File: config.mk
export PLATFORM = sky130hd
export DESIGN_NAME = result_window_acc
export DESIGN_NICKNAME = d
export VERILOG_FILES = /design/src/rtl/result_acc_pkg.sv /design/src/rtl/sync_fifo.sv /design/src/rtl/result_window_acc.sv
export SDC_FILE = /design/constraint.sdc
export NUM_CORES = 1
export LEC_CHECK = 0
export ABC_CLOCK_PERIOD_IN_PS = 8700
export CORE_MARGIN = 4
export CORE_UTILIZATION = 63
export CTS_BUF_LIST = sky130_fd_sc_hd__clkbuf_2
export DETAILED_ROUTE_END_ITERATION = 7
export PLACE_DENSITY = 0.95
export SYNTH_ARGS = -nofsm -noshare
export SYNTH_HDL_FRONTEND = slang
export SYNTH_SLANG_ARGS = --single-unit
File: constraint.sdc
create_clock -name clk -period 8.7 [get_ports clk]
set_clock_uncertainty 0.2 [all_clocks]
set_input_delay 1.74 -clock clk [delete_from_list [all_inputs] [get_ports clk]]
set_output_delay 1.74 -clock clk [all_outputs]
set_load 0.005 [all_outputs]
File: src/rtl/result_acc_pkg.sv
`default_nettype none
// +----------------------------------------------------------------------+
// | result_acc_pkg : shared types and sizing helper for result_window_acc |
// | Rev 1.0                                                               |
// +----------------------------------------------------------------------+
package result_acc_pkg;

    localparam int DATA_W_DEFAULT = 16;

    typedef enum logic [0:0] {
        ACC  = 1'b0,
        HOLD = 1'b1
    } acc_state_e;

    // The sum carries log2(WINDOW) extra bits so a full window cannot overflow.
    function automatic int sum_width(input int data_w, input int window);
        return data_w + $clog2(window);
    endfunction

endpackage
`default_nettype wire

File: src/rtl/sync_fifo.sv
`default_nettype none
// +----------------------------------------------------------------------+
// | sync_fifo : first-word fall-through FIFO with wrap-bit pointers       |
// | Rev 1.0                                                               |
// +----------------------------------------------------------------------+
module sync_fifo #(
    parameter int DATA_W     = 16,
    parameter int FIFO_DEPTH = 4
) (
    input  logic                          clk,
    input  logic                          rst,
    input  logic                          clear,
    input  logic                          push,
    input  logic                          pop,
    input  logic [DATA_W-1:0]             wdata,
    output logic [DATA_W-1:0]             rdata,
    output logic                          full,
    output logic                          empty,
    output logic [$clog2(FIFO_DEPTH):0]   level
);

    localparam int                c_aw    = $clog2(FIFO_DEPTH);
    localparam logic [c_aw:0]     c_depth = (c_aw+1)'(FIFO_DEPTH);

    logic [DATA_W-1:0] r_mem [FIFO_DEPTH];
    logic [c_aw:0]     r_wr_ptr;
    logic [c_aw:0]     r_rd_ptr;
    logic              w_do_push;
    logic              w_do_pop;

    assign level     = r_wr_ptr - r_rd_ptr;
    assign full      = (level == c_depth);
    assign empty     = (r_wr_ptr == r_rd_ptr);
    assign rdata     = r_mem[r_rd_ptr[c_aw-1:0]];
    assign w_do_pop  = pop && !empty;
    // A push into a full FIFO is allowed when a pop frees a slot on the same edge.
    assign w_do_push = push && !clear && (!full || w_do_pop);

    always_ff @(posedge clk or posedge rst) begin
        if (rst) begin
            r_wr_ptr <= '0;
            r_rd_ptr <= '0;
        end else if (clear) begin
            r_wr_ptr <= '0;
            r_rd_ptr <= '0;
        end else begin
            if (w_do_push) r_wr_ptr <= r_wr_ptr + 1'b1;
            if (w_do_pop)  r_rd_ptr <= r_rd_ptr + 1'b1;
        end
    end

    always_ff @(posedge clk) begin
        if (w_do_push) r_mem[r_wr_ptr[c_aw-1:0]] <= wdata;
    end

endmodule
`default_nettype wire

File: src/rtl/result_window_acc.sv
`default_nettype none
// +----------------------------------------------------------------------+
// | result_window_acc : buffers a result stream and emits WINDOW sums     |
// | Rev 1.0                                                               |
// +----------------------------------------------------------------------+
module result_window_acc
    import result_acc_pkg::*;
#(
    parameter int DATA_W     = DATA_W_DEFAULT,
    parameter int WINDOW     = 4,
    parameter int FIFO_DEPTH = 4
) (
    input  logic                                 clk,
    input  logic                                 rst,
    input  logic                                 clear,
    input  logic [DATA_W-1:0]                    result,
    input  logic                                 result_valid,
    output logic [sum_width(DATA_W, WINDOW)-1:0] sum,
    output logic [DATA_W-1:0]                    avg,
    output logic                                 sum_valid,
    input  logic                                 sum_ready,
    output logic [$clog2(FIFO_DEPTH):0]          fifo_level,
    output logic                                 drop_err
);

    localparam int                 c_sum_w    = sum_width(DATA_W, WINDOW);
    localparam int                 c_cnt_w    = $clog2(WINDOW);
    localparam logic [c_cnt_w-1:0] c_cnt_last = c_cnt_w'(WINDOW - 1);

    acc_state_e         r_state;
    acc_state_e         w_next_state;
    logic [c_sum_w-1:0] r_acc;
    logic [c_sum_w-1:0] w_acc_sum;
    logic [c_cnt_w-1:0] r_cnt;
    logic [DATA_W-1:0]  w_rdata;
    logic               w_full;
    logic               w_empty;
    logic               w_push;
    logic               w_pop;
    logic               w_last;
    logic               w_handshake;
    logic               w_drop;

    sync_fifo #(
        .DATA_W     (DATA_W),
        .FIFO_DEPTH (FIFO_DEPTH)
    ) u_fifo (
        .clk   (clk),
        .rst   (rst),
        .clear (clear),
        .push  (w_push),
        .pop   (w_pop),
        .wdata (result),
        .rdata (w_rdata),
        .full  (w_full),
        .empty (w_empty),
        .level (fifo_level)
    );

    // clear outranks both the incoming result and any handshake.
    assign w_push    = result_valid && !clear && (!w_full || w_pop);
    assign w_drop    = result_valid && !clear && w_full && !w_pop;
    assign w_acc_sum = r_acc + c_sum_w'(w_rdata);

    always_ff @(posedge clk or posedge rst) begin
        if (rst)        r_state <= ACC;
        else if (clear) r_state <= ACC;
        else            r_state <= w_next_state;
    end

    always_comb begin
        w_next_state = r_state;
        case (r_state)
            ACC:     if (!w_empty && (r_cnt == c_cnt_last)) w_next_state = HOLD;
            HOLD:    if (sum_ready) w_next_state = ACC;
            default: w_next_state = ACC;
        endcase
    end

    always_comb begin
        w_pop       = 1'b0;
        w_handshake = 1'b0;
        w_last      = 1'b0;
        if (!clear) begin
            w_pop       = (r_state == ACC) && !w_empty;
            w_handshake = (r_state == HOLD) && sum_valid && sum_ready;
            w_last      = w_pop && (r_cnt == c_cnt_last);
        end
    end

    always_ff @(posedge clk or posedge rst) begin
        if (rst) begin
            r_acc <= '0;
            r_cnt <= '0;
        end else if (clear || w_last) begin
            r_acc <= '0;
            r_cnt <= '0;
        end else if (w_pop) begin
            r_acc <= w_acc_sum;
            r_cnt <= r_cnt + 1'b1;
        end
    end

    // sum/avg are only loaded on window completion, so they survive clear.
    always_ff @(posedge clk or posedge rst) begin
        if (rst) begin
            sum <= '0;
            avg <= '0;
        end else if (w_last) begin
            sum <= w_acc_sum;
            avg <= DATA_W'(w_acc_sum >> c_cnt_w);
        end
    end

    always_ff @(posedge clk or posedge rst) begin
        if (rst) begin
            sum_valid <= 1'b0;
            drop_err  <= 1'b0;
        end else if (clear) begin
            sum_valid <= 1'b0;
            drop_err  <= 1'b0;
        end else begin
            if (w_last)           sum_valid <= 1'b1;
            else if (w_handshake) sum_valid <= 1'b0;
            if (w_drop)           drop_err  <= 1'b1;
        end
    end

endmodule
`default_nettype wire

==> results of run 1 <==
state kept, by name, summed over array words and instances (netlist names):
name	cells
r_state	1
u_fifo.r_rd_ptr	3
drop_err	1
sum	18
r_acc	18
sum_valid	1
u_fifo.r_mem	64
r_cnt	2
u_fifo.r_wr_ptr	3
layout make-up:
class	count	area, sq um
clock buffers	9	45.0
well taps	102	128
repair buffers	61	606
fillers	478	1960
clock inverters	7	92.6
multi-input cells	225	1910
flip-flops and latches	111	3100
diodes	1	2.50
inverters	13	48.8
worst max-delay path: stages, from the launching register on:
cell and delay, ns:
sky130_fd_sc_hd__dfrtp_1 1.15, sky130_fd_sc_hd__ha_1 0.30, sky130_fd_sc_hd__fa_1 0.43, sky130_fd_sc_hd__inv_1 0.06
sky130_fd_sc_hd__clkdlybuf4s50_1 0.50
worst paths after layout:
path / startpoint / endpoint / slack, ns / cells past startpoint
hold reg to reg: sum[1] / sum[1] / 0.34 / 2
hold / removal: sum[1] / sum[1] / 0.34 / 2
min in group asynchronous: rst / u_fifo.r_wr_ptr[1] / 1.42 / 2
setup reg to reg: u_fifo.r_rd_ptr[0] / sum[10] / 4.63 / 11
max in group asynchronous: rst / sum[12] / 6.27 / 2
setup / recovery: u_fifo.r_rd_ptr[0] / fifo_level[1] / 3.72 / 4
placed cells by master (no fill, tap or decap), drive strengths merged, types with 2 or more instances in the layout:
master / synthesis / routed
a21boi: 2 / 2
and2: 5 / 5
a22o: 11 / 11
clkinv: 0 / 4
xor2: 3 / 3
nor2: 21 / 21
inv: 13 / 15
dfrtp: 47 / 47
nor3: 3 / 3
nor2b: 2 / 2
fa: 2 / 2
mux4: 16 / 16
clkbuf: 8 / 9
edfxtp: 64 / 64
a21oi: 19 / 19
nand2b: 3 / 3
o21ai: 24 / 24
and3: 3 / 3
a21o: 4 / 4
nand3: 4 / 4
mux2: 10 / 10
o31ai: 2 / 2
a41oi: 2 / 2
buf: 20 / 2
a211oi: 4 / 4
a31oi: 2 / 2
nand2: 26 / 26
ha: 24 / 24
clkdlybuf4s50: 0 / 59
xnor2: 17 / 17
and2b: 2 / 2
o21a: 3 / 3
o21bai: 2 / 2
cell families (layout without fill, tap and decap cells):
kind of cell    count (synthesis)  count (layout)  share of synthesized area
compound gates                 80              80                      0.106
xor+xnor                       20              20                     0.0335
fa+ha+maj                      26              26                     0.0651
buf+inv                        42              90                     0.0440
flops                         111             111                      0.592
mux                            27              27                     0.0924
other cells                     0               1                          0
simple gates                   72              72                     0.0668
stage by stage:
| stage | power [mW] | area, sq um | util | cells |
|---|---|---|---|---|
| floorplan | 1.29 | 5230 | - | 378 |
| global placement | 1.50 | 5790 | 0.734 | 512 |
| detailed placement | 1.54 | 5790 | 0.734 | 512 |
| CTS | 1.80 | 5920 | 0.751 | 528 |
| global route | 1.91 | 5930 | 0.751 | 529 |
| finish | 1.79 | 5930 | 0.751 | 529 |
power by group:
| group | internal [mW] | switching, mW |
|---|---|---|
| registers | 0.653 | 0.0807 |
| logic | 0.401 | 0.405 |
| clock network | 0.0736 | 0.178 |
per-layer routing:
metal / GRT usage / vias to the layer above / wire length [um]
met2: 0.361 / 134 / 4930
met3: 0.0533 / 23 / 796
li1: - / 1467 / -
met4: 0.0725 / 0 / 250
met1: 0.289 / 1570 / 4000
met5: 0 / - / 0
==> summary.txt, run 1 <==
DRC errors left: 0
min setup slack post-route: 3.72 ns
number of synthesized register bits: 111
via count of the first global-routing pass: 3242
kind of launch point of the worst setup path: flop
average cell area after synthesis: 13.8 sq um
GRT overflow: 0
type of the most critical hold path: reg -> reg
setup fix buffers added after clock tree synthesis: 0
Async SR Flop Fraction: 0.423
count of standard-cell rows: 32
number of H-tree levels: 3
slew at the pin with the worst max-slew slack: 1.13 ns
CTS Buffer Depth: 2
worst IR drop on VDD: 0.130 mV
clock sinks: 111
Clk Tree Root Cell: sky130_fd_sc_hd__clkbuf_2
syn nets: 425
worst-path maximum fanout: 19
normalized max-slew margin: 0.246
final-report setup violation count: 0
EDFF count, synth: 64
Pre-Repair DR Iteration Count: 5
library cell with the highest instance count after synthesis: sky130_fd_sc_hd__edfxtp_1
initial core utilization: 0.663
Min Clock Period, post-route: 4.98 ns
horizontal extent of the die: 99.1 um
placed wire-length estimate after detailed placement: 6.95 mm
portion of synthesized cell area occupied by the leading cell type: 0.368
Post-layout nets: 468
wire length after detailed routing: 9.98 mm
final count of hold timing violations: 0
worst path arrival time: 3.04 ns
initial antenna violation count: 1
Mapped Area: 5230 sq um
I/O pin total: 60
commonest cells in the netlist: 64 x sky130_fd_sc_hd__edfxtp_1, 47 x sky130_fd_sc_hd__dfrtp_1, 24 x sky130_fd_sc_hd__ha_1, 24 x sky130_fd_sc_hd__nand2_1, 21 x sky130_fd_sc_hd__nor2_1
element type at the critical path end: primary output
Setup Total Neg Slack: 0 ns
Synth warnings: 0
GRT Total Usage: 0.219
later-pin clock latency in the skew report: 0.61 ns
hold_buf cts: 0
dominant synthesized flop cell: sky130_fd_sc_hd__edfxtp_1
global-route wire length before repair: 16.5 mm
number of routed nets with antenna violations: 0
count of max-cap constraint violations: 0
area leader, netlist: sky130_fd_sc_hd__edfxtp_1
RSZ-0062 raised after global routing: false
total number of vias: 3194
Cell variety after synth: 54
proportion of layout cells with a drive suffix above 1: 0.129
portion of the clock cycle consumed by the worst path in the final layout: 0.572
static leakage: 2.31 nW
die height: 99.1 um
Vias/cell: 6.04
share of the yosys chip area belonging to registers: 0.592
fin. max-slew vios: 0
PostCTS Resize Cnt: 0
Max Freq: 0.201 GHz
Inserted Clock Buffers: 9
outcome: complete, no violations
weighted congestion at the end of routability-driven global placement: 0.842
critical path start-end classification: reg -> out
TritonCTS clock tree: yes
P&R area growth vs syn: 13.3%
Final Hold Slack: 0.338 ns
first-iteration detailed-routing DRC count: 239
most area-consuming cells after synthesis: sky130_fd_sc_hd__edfxtp_1 37%, sky130_fd_sc_hd__dfrtp_1 22%, sky130_fd_sc_hd__mux4_2 6.9%
post-DR wirelength/cell: 18.9 um
worst path required time: 6.76 ns
PwrDens: 302 nW/um^2
post-CTS clock slew at the launch and capture registers of the worst setup and hold paths: 0.29 ns
gate count of the mapped netlist: 378
Die Area: 9820 sq um
pin count of the biggest net entering global routing: 48
PortBufs: 59
placeable core area: 7890 sq um
pre-CTS setup slack: 4.26 ns
Note: power is estimated with default switching activity, not from simulation.
==> run 2: changes to the inputs <==
ABC_CLOCK_PERIOD_IN_PS = 4300   (was 8700)
CORE_UTILIZATION = 52   (was 63)
PLACE_DENSITY = 0.87   (was 0.95)
clock period = 4.3 ns   (was 8.7 ns; I/O delays follow)
==> summary.txt, run 2 (synthesis results as in run 1) <==
placeable core area: 9770 sq um (was 7890 sq um)
placed wire-length estimate after detailed placement: 6.85 mm (was 6.95 mm)
cell class contributing the biggest share of worst-path delay: flip-flops (unchanged)
Max Freq: 0.270 GHz
static leakage: 2.33 nW (was 2.31 nW)
Vias/cell: 5.55 (was 6.04)
Met3 Routed Length: 537 um (was 796 um)
CTS Buffer Depth: 2 (unchanged)
wire length after detailed routing: 9.76 mm (was 9.98 mm)
ordered list of cells on the worst path: fa_1 -> xnor2_1 -> clkdlybuf4s50_1 (was ha_1 -> fa_1 -> inv_1 -> clkdlybuf4s50_1)
GRT Total Usage: 0.176 (was 0.219)
share of total power in sequential cells: 0.405 (was 0.410)
combinational share of power: 0.467 (was 0.450)
M1 wire length: 4.36 mm (was 4.00 mm)
P&R area growth vs syn: 14.5% (was 13.3%)
total net switching power: 1.34 mW (was 0.663 mW)
max reg flops: 64 (unchanged)
number of H-tree levels: 3 (unchanged)
final count of hold timing violations: 0 (unchanged)
Final Hold Slack: 0.326 ns (was 0.338 ns)
post-CTS clock slew at the launch and capture registers of the worst setup and hold paths: 0.31 ns (was 0.29 ns)
setup slack of the worst register-to-register path: 0.63 ns (was 4.63 ns)
worst IR drop on VDD: 0.261 mV (was 0.130 mV)
critical-path cell with the highest stage delay: sky130_fd_sc_hd__dfrtp_1 (unchanged)
setup fix buffers added after clock tree synthesis: 0 (unchanged)
global-route wire length before repair: 15.9 mm (was 16.5 mm)
endpoint of the lowest-slack register-to-register path: r_acc[17] (was sum[10])
Clk Tree Root Cell: sky130_fd_sc_hd__clkbuf_2 (unchanged)
PostCTS Resize Cnt: 0 (unchanged)
DRC errors left: 0 (unchanged)
count of max-cap constraint violations: 0 (unchanged)
portion of the clock cycle consumed by the worst path in the final layout: 0.861
number of fill cells: 767 (was 478)
R2R depth: 10 (was 11)
Pre-Repair DR Iteration Count: 5 (unchanged)
Inserted Clock Buffers: 9 (unchanged)
clock sinks: 111 (unchanged)
GRT overflow: 0 (unchanged)
most common cell after layout, fill and taps aside: sky130_fd_sc_hd__edfxtp_1 (unchanged)
outcome: complete, no violations (unchanged)
first-iteration detailed-routing DRC count: 200 (was 239)
Setup Total Neg Slack: 0 ns (unchanged)
PwrDens: 598 nW/um^2 (was 302 nW/um^2)
proportion of layout cells with a drive suffix above 1: 0.144 (was 0.129)
horizontal extent of the die: 108 um (was 99.1 um)
type of the most critical hold path: reg -> reg (unchanged)
pin count of the biggest net entering global routing: 48 (unchanged)
element type at the critical path end: primary output (unchanged)
normalized max-slew margin: 0.349 (was 0.246)
critical path endpoint: fifo_level[2] (was fifo_level[1])
RSZ-0062 raised after global routing: false (unchanged)
Post-layout nets: 474 (was 468)
die height: 108 um (was 99.1 um)
beginning of the worst hold path: sum[1] (unchanged)
crit-path max cell delay: 0.75 ns (was 1.15 ns)
Buffers & Inverters on Critical Path: 1 (was 2)
fin area: 5990 sq um (was 5930 sq um)
final-report setup violation count: 0 (unchanged)
I/O pin total: 60 (unchanged)
worst path required time: 3.24 ns (was 6.76 ns)
met2 WL: 4.76 mm (was 4.93 mm)
count of standard-cell rows: 36 (was 32)
part of the power in the clock network: 0.128 (was 0.140)
critical path start-end classification: reg -> out (unchanged)
weighted congestion at the end of routability-driven global placement: 0.833 (was 0.842)
post-DR wirelength/cell: 17.2 um (was 18.9 um)
Min Clock Period, post-route: 3.70 ns
topmost layer with routed signal wires: met4 (unchanged)
initial core utilization: 0.535 (was 0.663)
later-pin clock latency in the skew report: 0.58 ns (was 0.61 ns)
slew at the pin with the worst max-slew slack: 0.974 ns (was 1.13 ns)
cell internal pwr: 2.25 mW (was 1.13 mW)
worst reg2reg startpoint: u_fifo.r_rd_ptr[0] (unchanged)
hold_buf cts: 0 (unchanged)
commonest non-fill, non-tap cells in the layout: 64 x sky130_fd_sc_hd__edfxtp_1, 59 x sky130_fd_sc_hd__clkdlybuf4s50_1, 47 x sky130_fd_sc_hd__dfrtp_1, 24 x sky130_fd_sc_hd__nand2_1, 24 x sky130_fd_sc_hd__ha_1 (unchanged)
initial antenna violation count: 1 (unchanged)
worst-path maximum fanout: 19 (unchanged)
worst setup path startpoint: u_fifo.r_rd_ptr[1] (was u_fifo.r_rd_ptr[0])
via count of the first global-routing pass: 3127 (was 3242)
PortBufs: 59 (unchanged)
Die Area: 11700 sq um (was 9820 sq um)
Post-Place Cell Area: 5870 sq um (was 5790 sq um)
kind of launch point of the worst setup path: flop (unchanged)
fin. max-slew vios: 0 (unchanged)
number of logic stages on the critical path including buffering: 3 (was 4)
worst path arrival time: 2.64 ns (was 3.04 ns)
total number of vias: 3143 (was 3194)
net switching share of the total power: 0.373 (was 0.370)
number of routed nets with antenna violations: 0 (unchanged)
Tot Pwr: 3.58 mW (was 1.79 mW)
TritonCTS clock tree: yes (unchanged)
[run 2: cell types whose count changed in the layout (fill, tap and decap cells not counted), sizes merged]
cell,previous run,this run
buf,2,8
bufinv,1,0
clkinv,4,3
clkinvlp,0,1
inv,15,16
[run 2: cell type report]
cell class	count	area, sq um	share of cell area
clock inverter	7	70.1	0.0117
sequential	111	3100	0.517
tap	133	166	0.0278
antenna	1	2.50	0.000418
timing repair buffer	67	651	0.109
inverter	13	48.8	0.00815
clock buffer	9	45.0	0.00752
multi-input combinational	225	1910	0.318
[run 2: worst min path at each step]
stage,endpoint,slack [ns],cells after the start
after floorplan,r_acc[11],0.26,2
after detailed placement,sum[1],0.27,2
after global routing,r_cnt[0],0.35,1
final,sum[1],0.33,2
after CTS,sum[1],0.33,2
after global placement,sum[1],0.27,2
[run 2: layer usage]
metal  global-route usage  vias up
met1                0.244     1560
met5                    0        -
met4               0.0496        0
met3               0.0304        8
li1                     -     1486
met2                0.290       89
[run 2: per-stage QoR]
stage	cells	setup slack [ns]	util
final	566	0.597	0.613
after detailed placement	549	0.686	0.600
after global placement	549	0.821	0.600
after global routing	566	0.335	0.613
after CTS	565	0.512	0.612
after floorplan	378	0.719	-
[run 2: power groups by stage]
| stage | Sequential, mW | Clock [mW] | Combinational, mW |
|---|---|---|---|
| final | 1.45 | 0.459 | 1.67 |
| after global routing | 1.48 | 0.522 | 1.84 |
| after CTS | 1.45 | 0.474 | 1.68 |
| after detailed placement | 1.48 | 0 | 1.66 |
| after global placement | 1.46 | 0 | 1.61 |
| after floorplan | 1.43 | 0 | 1.18 |
[run 2: worst register-to-register path, cell delays in order (launching register included)]
cell and delay [ns]:
sky130_fd_sc_hd__dfrtp_1 0.63, sky130_fd_sc_hd__buf_4 0.27, sky130_fd_sc_hd__mux4_2 0.55, sky130_fd_sc_hd__ha_1 0.38, sky130_fd_sc_hd__o21ai_0 0.17, sky130_fd_sc_hd__nor4_1 0.37
sky130_fd_sc_hd__a211oi_2 0.10, sky130_fd_sc_hd__a21oi_2 0.30, sky130_fd_sc_hd__a41oi_2 0.21, sky130_fd_sc_hd__or3_1 0.38, sky130_fd_sc_hd__o21ai_1 0.09
==> run 3: changes to the inputs <==
==> constraint.sdc (replaced) <==
create_clock -name clk -period 4.3 [get_ports clk]
set_clock_uncertainty 0.2 [all_clocks]
set_input_delay 0.86 -clock clk [delete_from_list [all_inputs] [get_ports clk]]
set_output_delay 0.86 -clock clk [all_outputs]
set_load 0.05 [all_outputs]
==> summary.txt, run 3 (synthesis results as in run 1) <==
outcome: complete, no violations (unchanged)
element type at the critical path end: primary output (unchanged)
number of fill cells: 742 (was 767)
wire length after detailed routing: 9.72 mm (was 9.76 mm)
initial core utilization: 0.535 (unchanged)
number of routed nets with antenna violations: 0 (unchanged)
fin. max-slew vios: 0 (unchanged)
post-route non-filler standard cell count: 566 (unchanged)
critical-path cell with the highest stage delay: sky130_fd_sc_hd__dfrtp_1 (unchanged)
commonest non-fill, non-tap cells in the layout: 64 x sky130_fd_sc_hd__edfxtp_1, 59 x sky130_fd_sc_hd__clkdlybuf4s50_1, 47 x sky130_fd_sc_hd__dfrtp_1, 24 x sky130_fd_sc_hd__nand2_1, 24 x sky130_fd_sc_hd__ha_1 (unchanged)
kind of launch point of the worst setup path: flop (unchanged)
CTS Buffer Depth: 2 (unchanged)
die height: 108 um (unchanged)
worst IR drop on VDD: 0.309 mV (was 0.261 mV)
DRC errors left: 0 (unchanged)
critical path start-end classification: reg -> out (unchanged)
Clk Tree Root Cell: sky130_fd_sc_hd__clkbuf_2 (unchanged)
final-report setup violation count: 0 (unchanged)
count of standard-cell rows: 36 (unchanged)
number of H-tree levels: 3 (unchanged)
placed wire-length estimate after detailed placement: 6.93 mm (was 6.85 mm)
RSZ-0062 raised after global routing: false (unchanged)
Max Freq: 0.247 GHz (was 0.270 GHz)
most common cell after layout, fill and taps aside: sky130_fd_sc_hd__edfxtp_1 (unchanged)
Setup Total Neg Slack: 0 ns (unchanged)
PostCTS Resize Cnt: 0 (unchanged)
worst path arrival time: 2.99 ns (was 2.64 ns)
total instance count after detailed placement: 549 (unchanged)
type of the most critical hold path: reg -> reg (unchanged)
Inserted Clock Buffers: 9 (unchanged)
via count of the first global-routing pass: 3247 (was 3127)
first-iteration detailed-routing DRC count: 109 (was 200)
initial antenna violation count: 1 (unchanged)
proportion of layout cells with a drive suffix above 1: 0.141 (was 0.144)
I/O pin total: 60 (unchanged)
Die Area: 11700 sq um (unchanged)
portion of the clock cycle consumed by the worst path in the final layout: 0.942 (was 0.861)
clock sinks: 111 (unchanged)
Min Clock Period, post-route: 4.05 ns (was 3.70 ns)
PortBufs: 59 (unchanged)
global-route wire length before repair: 16.2 mm (was 15.9 mm)
TritonCTS clock tree: yes (unchanged)
Vias/cell: 5.57 (was 5.55)
placeable core area: 9770 sq um (unchanged)
count of max-cap constraint violations: 0 (unchanged)
crit-path max cell delay: 0.95 ns (was 0.75 ns)
total number of vias: 3155 (was 3143)
later-pin clock latency in the skew report: 0.59 ns (was 0.58 ns)
min setup slack post-route: 0.250 ns (was 0.597 ns)
horizontal extent of the die: 108 um (unchanged)
worst-path maximum fanout: 19 (unchanged)
Pre-Repair DR Iteration Count: 4 (was 5)
normalized max-slew margin: 0.350 (was 0.349)
ordered list of cells on the worst path: fa_1 -> inv_1 -> clkdlybuf4s50_1 (was fa_1 -> xnor2_1 -> clkdlybuf4s50_1)
max reg flops: 64 (unchanged)
weighted congestion at the end of routability-driven global placement: 0.840 (was 0.833)
Post-layout nets: 474 (unchanged)
pre-CTS setup slack: 0.679 ns (was 0.686 ns)
GRT overflow: 0 (unchanged)
static leakage: 2.33 nW (about the same)
post-CTS clock slew at the launch and capture registers of the worst setup and hold paths: 0.33 ns (was 0.31 ns)
setup fix buffers added after clock tree synthesis: 0 (unchanged)
post-DR wirelength/cell: 17.2 um (about the same)
hold_buf cts: 0 (unchanged)
GRT Total Usage: 0.178 (was 0.176)
worst path required time: 3.24 ns (about the same)
final count of hold timing violations: 0 (unchanged)
pin count of the biggest net entering global routing: 48 (unchanged)
slew at the pin with the worst max-slew slack: 0.973 ns (was 0.974 ns)
final design utilization: 0.613 (about the same)
P&R area growth vs syn: 14.5% (about the same)
PwrDens: 681 nW/um^2 (was 598 nW/um^2)
run 3: final timing paths:
check	slack, ns	startpoint	depth (start not counted)	endpoint
max reg2reg	0.68	u_fifo.r_rd_ptr[1]	11	sum[14]
min in group asynchronous	0.56	rst	2	r_acc[11]
max in group asynchronous	2.72	rst	2	r_acc[4]
min	0.34	sum[6]	2	sum[6]
max	0.25	u_fifo.r_rd_ptr[1]	3	fifo_level[1]
min reg2reg	0.34	sum[6]	2	sum[6]
run 3: per-layer routing:
layer	share of wire	vias up	track usage	routed length [um]
met4	0.013	0	0.0685	125
met2	0.49	80	0.295	4720
met5	0	-	0	0
met1	0.44	1581	0.245	4320
li1	-	1483	-	-
met3	0.057	11	0.0191	550
run 3: cell type report:
cell class / instances / area [sq um] / share of cell area
Antenna cell: 1 / 2.50 / 0.000418
Clock buffer: 9 / 45.0 / 0.00752
Clock inverter: 7 / 71.3 / 0.0119
Inverter: 13 / 48.8 / 0.00815
Multi-Input combinational cell: 225 / 1910 / 0.318
Sequential cell: 111 / 3100 / 0.517
Tap cell: 133 / 166 / 0.0278
Timing Repair Buffer: 67 / 651 / 0.109
run 3: report_power, final:
group | switching, mW | internal (mW) | leakage (nW)
combinational | 1.32 | 0.834 | 1.04
clock | 0.371 | 0.0975 | 0.0726
sequential | 0.132 | 1.32 | 1.21
total | 1.83 | 2.25 | 2.33
run 3: critical path: cells and delay by family, from the launching register on:
kind                       cells  cell delay [ns]
DFF                            1             0.95
buffers and inverters          2             0.90
adders and majority gates      1             0.55
run 3: stage by stage:
step	hold slack, ns	power (mW)	cell area [sq um]
6_report	0.340	4.08	5990
5_1_grt	0.366	4.32	5990
4_1_cts	0.344	4.09	5990
3_5_place_dp	0.288	3.63	5870
3_3_place_gp	0.278	3.55	5870
2_1_floorplan	0.256	3.09	5230
